### src/rtl/mic_sample_scheduler.sv
// -----------------------------------------------------------------------------
// mic_sample_scheduler
//
// Purpose:
//   Sample-rate controller for the tracking microphone array. A free-running
//   divider produces a one-cycle tick every SAMPLE_DIV clocks while sampling is
//   enabled. On each accepted tick every PmodMIC serial interface is started at
//   the same moment, so the channel samples are time-aligned for localization.
//   The scheduler waits for the slowest channel, latches all results into a
//   single frame and pulses o_frame_valid.
//
// Optional feature (compile-time macro MIC_TIMEOUT_EN):
//   When defined, each handshake phase (START, CONVERT) is bounded by
//   TIMEOUT_CYCLES clocks. On expiry the frame is abandoned, start requests are
//   dropped, o_timeout_err is set (sticky until reset) and the FSM returns to
//   WAIT_TICK without producing a frame. When undefined the FSM waits
//   indefinitely and o_timeout_err is tied low.
//
// Ports:
//   i_clock        system clock
//   i_reset        asynchronous reset, active low (asserted when 0)
//   i_enable       sampling enable
//   i_mic_done     per-channel done level from the mic interfaces (1 = idle)
//   i_mic_data     per-channel result, channel i at [i*DATA_W +: DATA_W]
//   o_mic_start    per-channel start request (level, held until acknowledged)
//   o_samples      latched frame, same packing as i_mic_data
//   o_frame_valid  one-cycle pulse in the first cycle o_samples holds a frame
//   o_frame_count  number of frames captured (wraps at 16 bits)
//   o_overrun      sticky: a tick arrived while a frame was in progress
//   o_busy         high in START, CONVERT and CAPTURE
//   o_timeout_err  sticky handshake timeout flag (0 unless MIC_TIMEOUT_EN)
// -----------------------------------------------------------------------------
module mic_sample_scheduler #(
  parameter int NUM_MICS       = 4,
  parameter int DATA_W         = 12,
  parameter int SAMPLE_DIV     = 2500,
  parameter int TIMEOUT_CYCLES = 512
) (
  input  logic                       i_clock,
  input  logic                       i_reset,
  input  logic                       i_enable,
  input  logic [NUM_MICS-1:0]        i_mic_done,
  input  logic [NUM_MICS*DATA_W-1:0] i_mic_data,
  output logic [NUM_MICS-1:0]        o_mic_start,
  output logic [NUM_MICS*DATA_W-1:0] o_samples,
  output logic                       o_frame_valid,
  output logic [15:0]                o_frame_count,
  output logic                       o_overrun,
  output logic                       o_busy,
  output logic                       o_timeout_err
);

  localparam int TICK_W = (SAMPLE_DIV > 1) ? $clog2(SAMPLE_DIV) : 1;

  typedef enum logic [2:0] {
    S_IDLE      = 3'd0,
    S_WAIT_TICK = 3'd1,
    S_START     = 3'd2,
    S_CONVERT   = 3'd3,
    S_CAPTURE   = 3'd4
  } state_t;

  state_t                     r_state;
  state_t                     w_state_next;

  logic [TICK_W-1:0]          r_tick_cnt;
  logic                       w_tick;

  logic [NUM_MICS-1:0]        r_acked;
  logic [NUM_MICS-1:0]        w_acked_next;
  logic [NUM_MICS-1:0]        w_start_next;
  logic                       w_all_acked;
  logic                       w_all_done;
  logic                       w_in_frame;
  logic                       w_phase_expired;

  logic [NUM_MICS-1:0]        r_mic_start;
  logic [NUM_MICS*DATA_W-1:0] r_samples;
  logic                       r_frame_valid;
  logic [15:0]                r_frame_count;
  logic                       r_overrun;

  // ---------------------------------------------------------------------------
  // Sample tick divider: runs only while enabled, so the first tick lands
  // exactly SAMPLE_DIV cycles after enable rises.
  // ---------------------------------------------------------------------------
  assign w_tick = i_enable && (r_tick_cnt == TICK_W'(SAMPLE_DIV - 1));

  always_ff @(posedge i_clock or negedge i_reset) begin
    if (!i_reset) begin
      r_tick_cnt <= '0;
    end else if (!i_enable || w_tick) begin
      r_tick_cnt <= '0;
    end else begin
      r_tick_cnt <= r_tick_cnt + TICK_W'(1);
    end
  end

  // ---------------------------------------------------------------------------
  // Per-channel acknowledge tracking. A channel counts as acknowledged once its
  // done level has been seen low during START. Its start request is then
  // withdrawn, so a fast channel that finishes and re-raises done while a slow
  // one is still acknowledging is not started a second time.
  // ---------------------------------------------------------------------------
  generate
    for (genvar gi = 0; gi < NUM_MICS; gi++) begin : g_chan
      assign w_acked_next[gi] = (r_state == S_START) &&
                                (r_acked[gi] || !i_mic_done[gi]);
      assign w_start_next[gi] = (w_state_next == S_START) && !w_acked_next[gi];
    end
  endgenerate

  assign w_all_acked = &w_acked_next;
  assign w_all_done  = &i_mic_done;
  assign w_in_frame  = (r_state == S_START) || (r_state == S_CONVERT) ||
                       (r_state == S_CAPTURE);

  always_ff @(posedge i_clock or negedge i_reset) begin
    if (!i_reset) begin
      r_acked <= '0;
    end else begin
      r_acked <= w_acked_next;
    end
  end

  // ---------------------------------------------------------------------------
  // Optional handshake watchdog
  // ---------------------------------------------------------------------------
`ifdef MIC_TIMEOUT_EN
  localparam int PH_W = $clog2(TIMEOUT_CYCLES + 1);

  logic [PH_W-1:0] r_phase_cnt;
  logic            r_timeout_err;
  logic            w_abort;

  // Restarts from zero on every state change, so it measures time spent in
  // the current handshake phase only.
  always_ff @(posedge i_clock or negedge i_reset) begin
    if (!i_reset) begin
      r_phase_cnt <= '0;
    end else if ((r_state != w_state_next) ||
                 !((r_state == S_START) || (r_state == S_CONVERT))) begin
      r_phase_cnt <= '0;
    end else begin
      r_phase_cnt <= r_phase_cnt + PH_W'(1);
    end
  end

  assign w_phase_expired = ((r_state == S_START) || (r_state == S_CONVERT)) &&
                           (r_phase_cnt == PH_W'(TIMEOUT_CYCLES - 1));

  // Progress out of the phase takes priority, so an abort is only an
  // expiry that actually sends the FSM back to WAIT_TICK.
  assign w_abort = w_phase_expired && (w_state_next == S_WAIT_TICK);

  always_ff @(posedge i_clock or negedge i_reset) begin
    if (!i_reset) begin
      r_timeout_err <= 1'b0;
    end else if (w_abort) begin
      r_timeout_err <= 1'b1;
    end
  end

  assign o_timeout_err = r_timeout_err;
`else
  assign w_phase_expired = 1'b0;
  assign o_timeout_err   = 1'b0;
`endif

  // ---------------------------------------------------------------------------
  // Frame FSM
  // ---------------------------------------------------------------------------
  always_ff @(posedge i_clock or negedge i_reset) begin
    if (!i_reset) begin
      r_state <= S_IDLE;
    end else begin
      r_state <= w_state_next;
    end
  end

  always_comb begin
    w_state_next = r_state;
    case (r_state)
      S_IDLE: begin
        if (i_enable) begin
          w_state_next = S_WAIT_TICK;
        end
      end
      S_WAIT_TICK: begin
        if (!i_enable) begin
          w_state_next = S_IDLE;
        end else if (w_tick) begin
          w_state_next = S_START;
        end
      end
      // Enable is deliberately ignored from here to CAPTURE: a frame that
      // has started is always completed and captured.
      S_START: begin
        if (w_all_acked) begin
          w_state_next = S_CONVERT;
        end else if (w_phase_expired) begin
          w_state_next = S_WAIT_TICK;
        end
      end
      S_CONVERT: begin
        if (w_all_done) begin
          w_state_next = S_CAPTURE;
        end else if (w_phase_expired) begin
          w_state_next = S_WAIT_TICK;
        end
      end
      S_CAPTURE: begin
        w_state_next = S_WAIT_TICK;
      end
      default: begin
        w_state_next = S_IDLE;
      end
    endcase
  end

  // ---------------------------------------------------------------------------
  // Registered outputs. Data is latched at the end of the CAPTURE cycle and the
  // valid pulse is registered alongside it, so o_samples already holds the new
  // frame in the o_frame_valid cycle.
  // ---------------------------------------------------------------------------
  always_ff @(posedge i_clock or negedge i_reset) begin
    if (!i_reset) begin
      r_mic_start   <= '0;
      r_samples     <= '0;
      r_frame_valid <= 1'b0;
      r_frame_count <= '0;
    end else begin
      r_mic_start   <= w_start_next;
      r_frame_valid <= (r_state == S_CAPTURE);
      if (r_state == S_CAPTURE) begin
        r_samples     <= i_mic_data;
        r_frame_count <= r_frame_count + 16'd1;
      end
    end
  end

  // Ticks arriving mid-frame are dropped rather than queued; the flag records
  // that at least one sample period was lost since sampling was enabled.
  always_ff @(posedge i_clock or negedge i_reset) begin
    if (!i_reset) begin
      r_overrun <= 1'b0;
    end else if (!i_enable) begin
      r_overrun <= 1'b0;
    end else if (w_tick && w_in_frame) begin
      r_overrun <= 1'b1;
    end
  end

  assign o_mic_start   = r_mic_start;
  assign o_samples     = r_samples;
  assign o_frame_valid = r_frame_valid;
  assign o_frame_count = r_frame_count;
  assign o_overrun     = r_overrun;
  assign o_busy        = w_in_frame;

endmodule

### config.mk
export PLATFORM = sky130hd
export DESIGN_NAME = mic_sample_scheduler
export DESIGN_NICKNAME = d
export VERILOG_FILES = /design/src/rtl/mic_sample_scheduler.sv
export SDC_FILE = /design/constraint.sdc
export NUM_CORES = 1
export LEC_CHECK = 0
export BUFFER_PORTS_ARGS = -buffer_cell sky130_fd_sc_hd__buf_2
export CAP_MARGIN = 30
export CORE_MARGIN = 4
export CORE_UTILIZATION = 50
export CTS_BUF_LIST = sky130_fd_sc_hd__clkbuf_4
export DETAILED_ROUTE_END_ITERATION = 12
export GPL_TIMING_DRIVEN = 0
export PLACE_DENSITY = 0.78
export RECOVER_POWER = 100
export SLEW_MARGIN = 20
export SYNTH_ARGS = -nofsm -noshare
export SYNTH_HDL_FRONTEND = slang
export SYNTH_SLANG_ARGS = --single-unit
### constraint.sdc
create_clock -name i_clock -period 2.4 [get_ports i_clock]
set_clock_uncertainty 0.2 [all_clocks]
set_input_delay 0.48 -clock i_clock [delete_from_list [all_inputs] [get_ports i_clock]]
set_output_delay 0.48 -clock i_clock [all_outputs]
set_load 0.01 [all_outputs]
==> reports/metrics.cfg <==
[run_status]
status = complete, no violations

[clock_tree]
ctsResizeCount = 0
clock_sinks = 89
worstSkewPairLatency_ns = 0.42
clockBufferDepth = 2
h-tree-depth = 3
root_buffer = clkbuf_4
cts_tree = built
postCtsSetupBuffers = 0
hold_buffers = 1
cts_buffers = 9
path_clk_slew_ns = 0.14

[sta]
fmax_mhz = 469
worst_pin_slew_ns = 1.03
fin_crit_sh_pct = 88.8
setup-violations-final = 0
period_minus_slack_ns = 2.13
setup_tns_ns = 0
setup_ws_ns = 0.269
slew_violations = 0
rsz0062_at_grt = no
final_hold_viol_count = 0
slew_headroom_pct = 31.4

[synth]
syn_inst = 255
synth-compound-area-share_pct = 1.83
synth_top_family_by_area = multiplexers
yosys.area_share.simple_pct = 11.9
yosysUniqueCellTypes = 38
synth_seq_area_share_pct = 62.6
syn-num-nets = 312
synth-seq-cells = 89
avgSynthCellArea_sq_um = 14.0
yosysWarnings = 0
synthMuxAreaShare_pct = 15.5
synth_xor_area_share_pct = 5.91
synth_adder_area_share_pct = 0.703
syn-cell-area_sq_um = 3560

[grt]
grt_antenna_before_repair = 0
gr-total-overflow = 0
grt_pass1_wl_um = 11900
grt_max_degree = 50
grt_pass1_vias = 2511
grtUsageTotal_pct = 17.6

[critical_path]
timing.rr.start = r_state[1]
critPathLaunch = r_state[1]
ff2ff_path_depth = 4
crit_path_start_kind = flip-flop
path_class = flip-flop to flip-flop
critical_path_arrival_ns = 2.24
reg2reg_to = o_samples[24]
required_ns = 2.51
endpoint = o_samples[24]
cp-end-kind = flip-flop
crit_path_max_fanout = 10
r2r_setup_slack_ns = 0.27

[floorplanning]
dieWidth_um = 92.4
initial_utilization_pct = 51.8
core-area_sq_um = 6870
dieArea_sq_um = 8530
die_h_um = 92.4
rows = 30
io_pins = 127

[place]
globalplace.congestion = 0.783
dpl_worst_slack_ns = 0.379
io_buffers = 125
dp_hpwl_um = 5500

[flow_run]
cap_violations = 0

[route]
vias = 2484
drtPass1Iterations = 4
via_per_inst = 5.03
wl_per_cell_um = 14.6
drc = 0
detail-route-antenna-nets = 0
drt-initial-drc-count = 51
wirelength_um = 7210

[pwr]
max-vdd-ir-drop_mv = 0.506
power_density_nw_per_um2 = 871
power_leakage_uw = 0.00216

[final_layout]
final_core_util_pct = 64.1
num_antenna_cells = 0
syn_to_final_growth_pct = 23.8
drive_above_1_share_pct = 32.4
finalNetCount = 450

[min_path]
hp-start = i_mic_data[9]
hold_class = primary input to flip-flop

Yosys cell counts, drive strengths merged:
| library cell | n | area (sq um) |
|---|---|---|
| and4 | 6 | 53.8 |
| a21o | 1 | 7.51 |
| a21oi | 2 | 13.8 |
| nor4b | 1 | 23.8 |
| mux2 | 49 | 552 |
| nor2b | 3 | 18.8 |
| ha | 2 | 25.0 |
| a221o | 1 | 11.3 |
| or3 | 1 | 6.26 |
| or3b | 1 | 8.76 |
| nand3b | 1 | 7.51 |
| clkbuf | 2 | 7.51 |
| nor2 | 15 | 56.3 |
| and2b | 1 | 7.51 |
| inv | 2 | 7.51 |
| and3 | 5 | 32.5 |
| dfrtp | 89 | 2230 |
| conb | 1 | 3.75 |
| o32ai | 1 | 8.76 |
| o41a | 1 | 11.3 |
| nand2 | 8 | 30.0 |
| xnor2 | 14 | 123 |
| nor3 | 6 | 30.0 |
| xor2 | 10 | 87.6 |
| buf | 7 | 37.5 |
| nand4 | 8 | 50.1 |
| o21a | 1 | 7.51 |
| nand3 | 10 | 55.1 |
| nor3b | 2 | 20.0 |
| nand2b | 2 | 12.5 |
| and4b | 1 | 10.0 |
| o21ai | 1 | 5.00 |
report_power, final:
group,internal (uW),switching [uW]
sequential,1830,181
combinational,419,490
clock,423,495
total,2670,1170
worst min-delay path by stage:
stage / to / slack [ns] / cells after the start
floorplan: o_frame_count[0] / -0.02 / 0
global placement: o_frame_count[15] / 0.26 / 1
detailed placement: o_frame_count[15] / 0.27 / 1
CTS: r_acked[1] / 0.04 / 2
global route: o_samples[9] / 0.04 / 2
finish: o_samples[9] / 0.07 / 2
final cells by class:
cell class	count	area, sq um
fillers	584	2460
well taps	96	120
plain buffers	9	40.0
flip-flops and latches	89	2230
multi-input cells	155	1270
repair buffers	127	574
clock buffers	9	67.6
clock inverters	7	93.8
inverters	2	7.51
registers in the layout, summed over array words and instances, names as in the netlist:
name,count
o_samples,48
o_frame_count,16
r_tick_cnt,12
o_mic_start,4
r_acked,4
r_state,3
o_frame_valid,1
o_overrun,1
routing by layer:
| layer | track usage, % | vias up | share of wire (%) |
|---|---|---|---|
| li1 | - | 1169 | - |
| met1 | 21.1 | 1231 | 40 |
| met2 | 29.4 | 71 | 51 |
| met3 | 4.96 | 13 | 7.0 |
| met4 | 8.17 | 0 | 2.4 |
| met5 | 0 | - | 0 |
logic make-up after synthesis:
| kind of cell | Yosys count |
|---|---|
| xor gates and xnor gates | 24 |
| buffers and inverters | 11 |
| and+or+nand+nor | 71 |
| DFF | 89 |
| other | 1 |
| AOI/OAI and AO/OA | 8 |
| adders and majority gates | 2 |
| muxes | 49 |
stage by stage:
| stage | area, sq um | cells | total power (uW) | hold WS (ns) |
|---|---|---|---|---|
| floorplan | 3560 | 255 | 2560 | -0.0156 |
| global placement | 4300 | 476 | 3000 | 0.256 |
| detailed placement | 4330 | 477 | 3050 | 0.266 |
| CTS | 4510 | 494 | 3970 | 0.0370 |
| global route | 4410 | 494 | 4070 | 0.0413 |
| finish | 4410 | 494 | 3840 | 0.0701 |
critical path, cell delays in order, from the launching register on:
cell and delay, ns:
dfrtp_1 0.47, nor3b_2 0.25, buf_2 0.25, clkbuf_1 0.45, mux2_2 0.40
placed cells by master, fill, tap and decap left out, types with 5 or more instances in the layout:
cell      Yosys  routed
and4_1        5       5
buf_2         6      55
clkbuf_1      2      77
clkbuf_4      0       9
dfrtp_1      89      89
mux2_2       49      49
nand2_1       8       8
nand3_1       9       9
nand4_1       8       8
nor2_1       15      15
nor3_1        6       6
xnor2_1      14      14
xor2_1       10      10
(Power assumes the default switching activity.)
